<file path="src/rtl/sparse_conv_mc.sv">
// Time-multiplexed sparse-coefficient convolution engine, one shared accumulator.
// Define SPARSE_CONV_ROUND_EN to round half up in each group shift instead of truncating.
module sparse_conv_mc #(
   parameter int CHANNELS     = 2,
   parameter int DATA_W       = 16,
   parameter int OUT_W        = 40,
   parameter int NUM_RJ       = 16,
   parameter int RJ_W         = 8,
   parameter int COEFF_ADDR_W = 9,
   parameter int DEPTH        = 256,
   localparam int PTR_W = $clog2(DEPTH),
   localparam int CH_W  = (CHANNELS > 1) ? $clog2(CHANNELS) : 1,
   localparam int RJA_W = $clog2(NUM_RJ)
) (
   input  logic                    sclk,
   input  logic                    reset,
   input  logic                    start,
   input  logic [PTR_W-1:0]        sample_ptr,
   output logic [CH_W-1:0]         ch_sel,
   output logic [RJA_W-1:0]        rj_addr,
   input  logic [RJ_W-1:0]         rj_data,
   output logic [COEFF_ADDR_W-1:0] coeff_addr,
   input  logic [PTR_W:0]          coeff_data,
   output logic [PTR_W-1:0]        data_addr,
   input  logic [DATA_W-1:0]       data_data,
   output logic                    busy,
   output logic                    out_valid,
   output logic [CH_W-1:0]         out_ch,
   output logic [OUT_W-1:0]        out_data,
   output logic                    done,
   output logic                    overrun
);

   localparam logic [2:0] IDLE    = 3'd0;
   localparam logic [2:0] LOAD_RJ = 3'd1;
   localparam logic [2:0] ACCUM   = 3'd2;
   localparam logic [2:0] SHIFT   = 3'd3;
   localparam logic [2:0] EMIT    = 3'd4;

   localparam logic [CH_W-1:0]  LAST_CH  = CH_W'(CHANNELS - 1);
   localparam logic [RJA_W-1:0] LAST_RJ  = RJA_W'(NUM_RJ - 1);
   localparam logic [PTR_W-1:0] CNT_MAX  = PTR_W'(DEPTH - 1);

   logic [2:0]              state;
   logic [PTR_W-1:0]        ptr;
   logic [CH_W-1:0]         ch;
   logic [RJA_W-1:0]        j;
   logic [COEFF_ADDR_W-1:0] cidx;
   logic [RJ_W-1:0]         cnt;
   logic [OUT_W-1:0]        acc;
   logic [PTR_W-1:0]        sampleCnt;

   logic [PTR_W-1:0]        kIdx;
   logic                    negTerm;
   logic [OUT_W-1:0]        dataExt;
   logic [OUT_W-1:0]        term;
   logic [OUT_W-1:0]        accSum;
   logic [OUT_W-1:0]        accHalf;

   assign ch_sel     = ch;
   assign rj_addr    = j;
   assign coeff_addr = cidx;
   assign kIdx       = coeff_data[PTR_W-1:0];
   assign negTerm    = coeff_data[PTR_W];
   assign data_addr  = ptr - kIdx;
   assign busy       = (state != IDLE);

   // Taps older than the number of samples seen so far read stale memory.
   always_comb begin
      dataExt = {{(OUT_W-DATA_W){data_data[DATA_W-1]}}, data_data};
      term    = '0;
      if (kIdx <= sampleCnt) begin
         term = dataExt << DATA_W;
      end
      accSum = negTerm ? (acc - term) : (acc + term);
   end

`ifdef SPARSE_CONV_ROUND_EN
   logic [OUT_W-1:0] accInc;
   assign accInc  = acc + OUT_W'(1);
   assign accHalf = OUT_W'($signed(accInc) >>> 1);
`else
   assign accHalf = OUT_W'($signed(acc) >>> 1);
`endif

   always_ff @(posedge sclk) begin
      if (!reset) begin
         state     <= IDLE;
         ptr       <= '0;
         ch        <= '0;
         j         <= '0;
         cidx      <= '0;
         cnt       <= '0;
         acc       <= '0;
         sampleCnt <= '0;
         out_valid <= 1'b0;
         out_ch    <= '0;
         out_data  <= '0;
         done      <= 1'b0;
         overrun   <= 1'b0;
      end else begin
         out_valid <= 1'b0;
         done      <= 1'b0;
         overrun   <= start && (state != IDLE);
         case (state)
            IDLE: begin
               if (start) begin
                  ptr   <= sample_ptr;
                  ch    <= '0;
                  j     <= '0;
                  cidx  <= '0;
                  acc   <= '0;
                  state <= LOAD_RJ;
               end
            end
            LOAD_RJ: begin
               cnt   <= rj_data;
               state <= (rj_data == '0) ? SHIFT : ACCUM;
            end
            ACCUM: begin
               acc  <= accSum;
               cidx <= cidx + COEFF_ADDR_W'(1);
               cnt  <= cnt - RJ_W'(1);
               if (cnt == RJ_W'(1)) begin
                  state <= SHIFT;
               end
            end
            SHIFT: begin
               acc   <= accHalf;
               j     <= j + RJA_W'(1);
               state <= (j == LAST_RJ) ? EMIT : LOAD_RJ;
            end
            EMIT: begin
               out_data  <= acc;
               out_ch    <= ch;
               out_valid <= 1'b1;
               if (ch == LAST_CH) begin
                  done  <= 1'b1;
                  state <= IDLE;
                  if (sampleCnt != CNT_MAX) begin
                     sampleCnt <= sampleCnt + PTR_W'(1);
                  end
               end else begin
                  ch    <= ch + CH_W'(1);
                  acc   <= '0;
                  j     <= '0;
                  cidx  <= '0;
                  state <= LOAD_RJ;
               end
            end
            default: state <= IDLE;
         endcase
      end
   end

endmodule

</file>
<file path="config.mk">
export PLATFORM = sky130hd
export DESIGN_NAME = sparse_conv_mc
export DESIGN_NICKNAME = d
export VERILOG_FILES = /design/src/rtl/sparse_conv_mc.sv
export SDC_FILE = /design/constraint.sdc
export NUM_CORES = 1
export LEC_CHECK = 0
export BUFFER_PORTS_ARGS = -buffer_cell sky130_fd_sc_hd__buf_2
export CORE_MARGIN = 5
export CORE_UTILIZATION = 61
export DETAILED_ROUTE_END_ITERATION = 6
export GPL_ROUTABILITY_DRIVEN = 0
export GPL_TIMING_DRIVEN = 0
export PLACE_DENSITY = 0.85
export RECOVER_POWER = 100
export SLEW_MARGIN = 20
export SYNTH_ARGS = -nofsm -noshare
export SYNTH_HDL_FRONTEND = slang
export SYNTH_SLANG_ARGS = --single-unit
</file>
<file path="constraint.sdc">
create_clock -name sclk -period 11.4 [get_ports sclk]
set_input_delay 1.14 -clock sclk [delete_from_list [all_inputs] [get_ports sclk]]
set_output_delay 1.14 -clock sclk [all_outputs]
set_load 0.02 [all_outputs]
</file>
# Word-level counts from Yosys, hierarchy flattened
# Cells that the tools add are included.
# classes
muxes	23
addsub	8
eq_ne	10
bitwise_logic	1
n_reduce_logical	18
n_lt_le_gt_ge	1
# op_table
operator	n
40-bit two-way mux	4
40-bit one-hot mux with 4 select lines	1
40-bit adder	1
40-bit subtractor	1
9-bit one-hot mux with 3 select lines	1
9-bit two-way mux	2
8-bit one-hot mux with 2 select lines	1
3-bit one-hot mux with 5 select lines	1
4-bit one-hot mux with 3 select lines	1
3-bit AND reduction	4
9-bit by 1-bit adder with 9-bit output (second input constant)	1
3-bit two-way mux	3
3-bit nonzero test	3
8-bit by 1-bit adder with 8-bit output (second input constant)	1
8-bit by 1-bit == test with 1-bit output (second input constant)	1
8-bit <= comparator	1
8-bit zero test	1
4-bit two-way mux	2
8-bit inequality test (second input constant)	1
2-bit AND reduction	4
8-bit by 1-bit subtractor with 8-bit output (second input constant)	1
8-bit subtractor	1
3-bit by 2-bit == test with 1-bit output (second input constant)	2
1-bit two-way mux	6
other kinds (13)	16
# totals
in_bits	44
register_bits	125
elab_cells	75

# Depth between registers and ports, before layout
# depth
depth_word	5
ltp_mapped	24
mapped_depth_nobuf	22

# Worst setup path after synthesis
# Ideal clock, no wire load.
# synth_timing
kind	input-to-reg
from	input port coeff_data[1]
to	register acc[39]
path_slack_ps	5658
cell_stages	21
setup_time_ps	114
arrival_ps	5627
path_buffers	2
path_cell_list	ha_1 > nor2b_1 > o21a_1 > o21ai_0 > a21oi_1 > o22ai_1 > clkbuf_1 > buf_1 > nand2_1 > ha_1 > a21boi_0 > a211oi_1 > a211oi_1 > ha_1 > nand4_1 > or3b_1 > o211a_1 > o21a_1 > nor4_1 > o32ai_2 > a21bo_1
# synth_via
elab_chain_len	5
# synth_lines
element	line	source
start, declared	23	input logic [PTR_W:0] coeff_data,
8-bit <= comparator (*)	72	if (kIdx <= sampleCnt) begin
40-bit two-way mux (*)	72	
40-bit adder or 40-bit subtractor (tied branches)	75	accSum = negTerm ? (acc - term) : (acc + term);
40-bit two-way mux (*)	75	
40-bit one-hot mux with 4 select lines (*)	105	case (state)
end signal, assigned	121	acc <= accSum;
end signal, assigned	129	acc <= accHalf;
end, declared	50	logic [OUT_W-1:0] acc;
# Mark *: on every way between the ends. The rest lies on a longest branch, timed or not.
# A chain may end at the register's enable or synchronous reset.

# Worst setup path after layout
# Ends and elaborated chain as after synthesis.

==> run_results.csv <==
group,metric,value,unit
worst_setup_path,worst_path_max_delay_cell,"a211oi_1",
finish,fin_util,72.9,%
cts,post-cts-setup-buffers,0,
placement,hpwl,12.8,mm
synthesis,synthCells,837,
global_route,antenna_found_initial,0,
timing,fin_ws,4.85,ns
timing,max_freq,0.153,GHz
timing,final-hold-violation-count,0,
cts,root_buffer,"clkbuf_8",
floorplanning,die_w,114,µm
floorplanning,rows,38,
worst_setup_path,cp.arrival,6.98,ns
timing,timing.hold.ws,0.455,ns
cts,post_cts_resized,0,
cts,clock_path_buffers,2,
detailed_routing,first_pass_iters,5,
global_route,first_global_vias,6102,
timing,finalCritPeriodShare,57.5,%
global_route,grt_overflow,0,
timing,skew,0.00841,ns
synthesis,synth_area_leaders,"dfxtp_1 (38%), ha_1 (8.3%), nand2_1 (7.9%)",
detailed_routing,post-route-drc-count,0,
finish,fillCellCount,886,
finish,syn_to_final_growth,17.8,%
detailed_routing,routedWlPerCell,15.4,µm
min_path,hold_path_class,"reg -> reg",
worst_setup_path,crit_type,"in -> reg",
global_route,grt_pass1_wl,28.4,mm
floorplanning,ios,111,
cts,clk_pin_slew_worst_paths,0.06,ns
power_and_ir_drop,power_density,165,nW/µm²
synthesis,synthesis.area,6650,µm²
power_and_ir_drop,power.leakage,2.98,nW
timing,min_period,6.55,ns
worst_setup_path,slowest_delay,0.58,ns
synthesis,synth_edf_count,0,
timing,max_slew.worst_pin.slew,0.948,ns
cts,ctsHoldBuffers,0,
synthesis,synth_top_area_cell,"dfxtp_1",
timing,finalSetupTns,0,ns
finish,final_cells,1118,
floorplanning,die_area,13100,µm²
floorplanning,dieHeight,114,µm
cts,cts_tree,"done",
floorplanning,core_area,10700,µm²
run_status,status,"finished clean",
cts,cts_buffers,17,
detailed_routing,postRouteAntennaNets,0,
floorplanning,start_util,61.9,%
finish,layout-drive-gt1-share,8.28,%
detailed_routing,viasPerCell,5.86,
placement,pre_cts_ws,4.44,ns
cts,insertion_delay,0.53,ns
detailed_routing,drt_iter0_drc,560,
worst_setup_path,required,11.83,ns
detailed_routing,totalWireLength,17.2,mm
finish,nets,1054,
cts,htreeDepth,4,
timing,slew_headroom,36.2,%
worst_setup_path,endpoint_kind,"flop",
detailed_routing,vias,6546,
job,max-cap-violations,0,
synthesis,synth_top_area_share,37.7,%
placement,dp_cells,1086,
synthesis,ys.flop_type,"dfxtp_1",
worst_setup_path,crit_chain,"clkbuf_1, ha_1, nor2b_1, o21a_1, o21ai_0, a21oi_1, o22ai_1, clkbuf_1, clkbuf_1, nand2_1, ha_1, a21boi_0, a211oi_1, a211oi_1, ha_1, nand4_1, or3b_1, o211a_1, o21a_1, nor4_1, o32ai_2, a21bo_1",
placement,port_buffers,109,
power_and_ir_drop,vdd_drop_max,90.3,µV
worst_setup_path,start_kind,"input port",
synthesis,synth-async-reset-ratio,0,%
cts,cts_sinks,125,
finish,antenna_cells,0,
synthesis,avgSynthCellArea,7.94,µm²
timing,rsz0062_at_grt,"false",
synthesis,synth_commonest_cells,"nand2_1 (139), dfxtp_1 (125), nor2_1 (100)",
global_route,grt_usage,26.6,%
synthesis,ys_seq_area_share,37.7,%
synthesis,ys_types,58,
synthesis,yosysWarnings,0,
synthesis,syn-num-nets,926,
synthesis,synth.ff_latch_count,125,
worst_setup_path,path_max_fanout,10,
timing,setup_violations,0,
timing,maxSlewViolCount,0,
synthesis,yosysMostFrequentCell,"nand2_1",
global_route,grt_max_degree,17,
-- per-layer routing --
metal,GRT usage (%),vias to the layer above,wire [µm]
met5,0,-,0
met4,7.84,0,274
met3,6.13,29,1300
met2,45.9,237,8260
met1,33.1,3075,7380
li1,-,3205,-
-- flip-flops by register name, indices dropped and copies added (netlist names) --
signal	cells
cnt	8
ch_sel	1
out_data	40
state	3
overrun	1
rj_addr	4
done	1
acc	40
sampleCnt	8
out_ch	1
out_valid	1
coeff_addr	9
ptr	8
-- cells in the final DEF, fill, tap and decap left out, drive strengths merged, types with 7 or more instances in the layout --
master	count
inv	33
xor2	27
nor4	7
a222oi	11
nor2	101
clkbuf	129
o22ai	9
nand4	9
nand2b	10
nor2b	7
dfxtp	125
buf	41
nor3	16
a211oi	8
a22oi	25
ha	44
nand2	139
o21a	7
o211ai	8
and2	7
xnor2	19
o21ai	28
a21oi	87
nand3	10
-- area by class of cell --
type                       count  area (µm²)  share of cell area [%]
sequential                   125        2500                    32.0
inverter                      30         113                    1.44
multi-input combinational    641        3880                    49.5
timing repair buffer         109         460                    5.88
clock buffer                  20         435                    5.56
clock inverter                12         114                    1.45
tap                          140         175                    2.24
buffer                        41         154                    1.97
-- worst paths after layout --
kind	depth (start not counted)	to	slack [ns]	startpoint
setup / recovery	22	acc[39]$_SDFFE_PN0P_	4.85	coeff_data[1]
hold / removal	2	out_data[4]$_SDFFE_PN0P_	0.45	out_data[4]$_SDFFE_PN0P_
setup reg to reg	22	acc[39]$_SDFFE_PN0P_	5.19	sampleCnt[1]$_SDFFE_PN0P_
hold reg to reg	2	out_data[4]$_SDFFE_PN0P_	0.45	out_data[4]$_SDFFE_PN0P_
-- power by group --
group | total, mW | internal (mW) | switching, mW
Clock | 0.496 | 0.296 | 0.200
Combinational | 0.313 | 0.122 | 0.191
Sequential | 0.481 | 0.458 | 0.0224
-- critical path, delay by kind of cell --
kind	cells	cell delay (ns)
compound gates	11	2.63
fa+ha+maj	3	0.95
simple gates	5	1.31
buf+inv	3	0.94
-- metrics by stage --
step | total power, mW | instance area [µm²]
floorplan | 0.720 | 6650
global placement | 0.790 | 7370
detailed placement | 0.797 | 7370
CTS | 1.29 | 7920
global route | 1.35 | 7830
finish | 1.29 | 7830
-- kinds of logic after synthesis --
family | count (synthesis) | share of synthesized area, %
compound gates | 224 | 21.7
xor+xnor | 46 | 6.06
fa+ha+maj | 45 | 8.58
buf+inv | 71 | 4.01
flops | 125 | 37.7
mux | 1 | 0.169
simple gates | 325 | 21.8
Power figures use the tool's default switching activity.
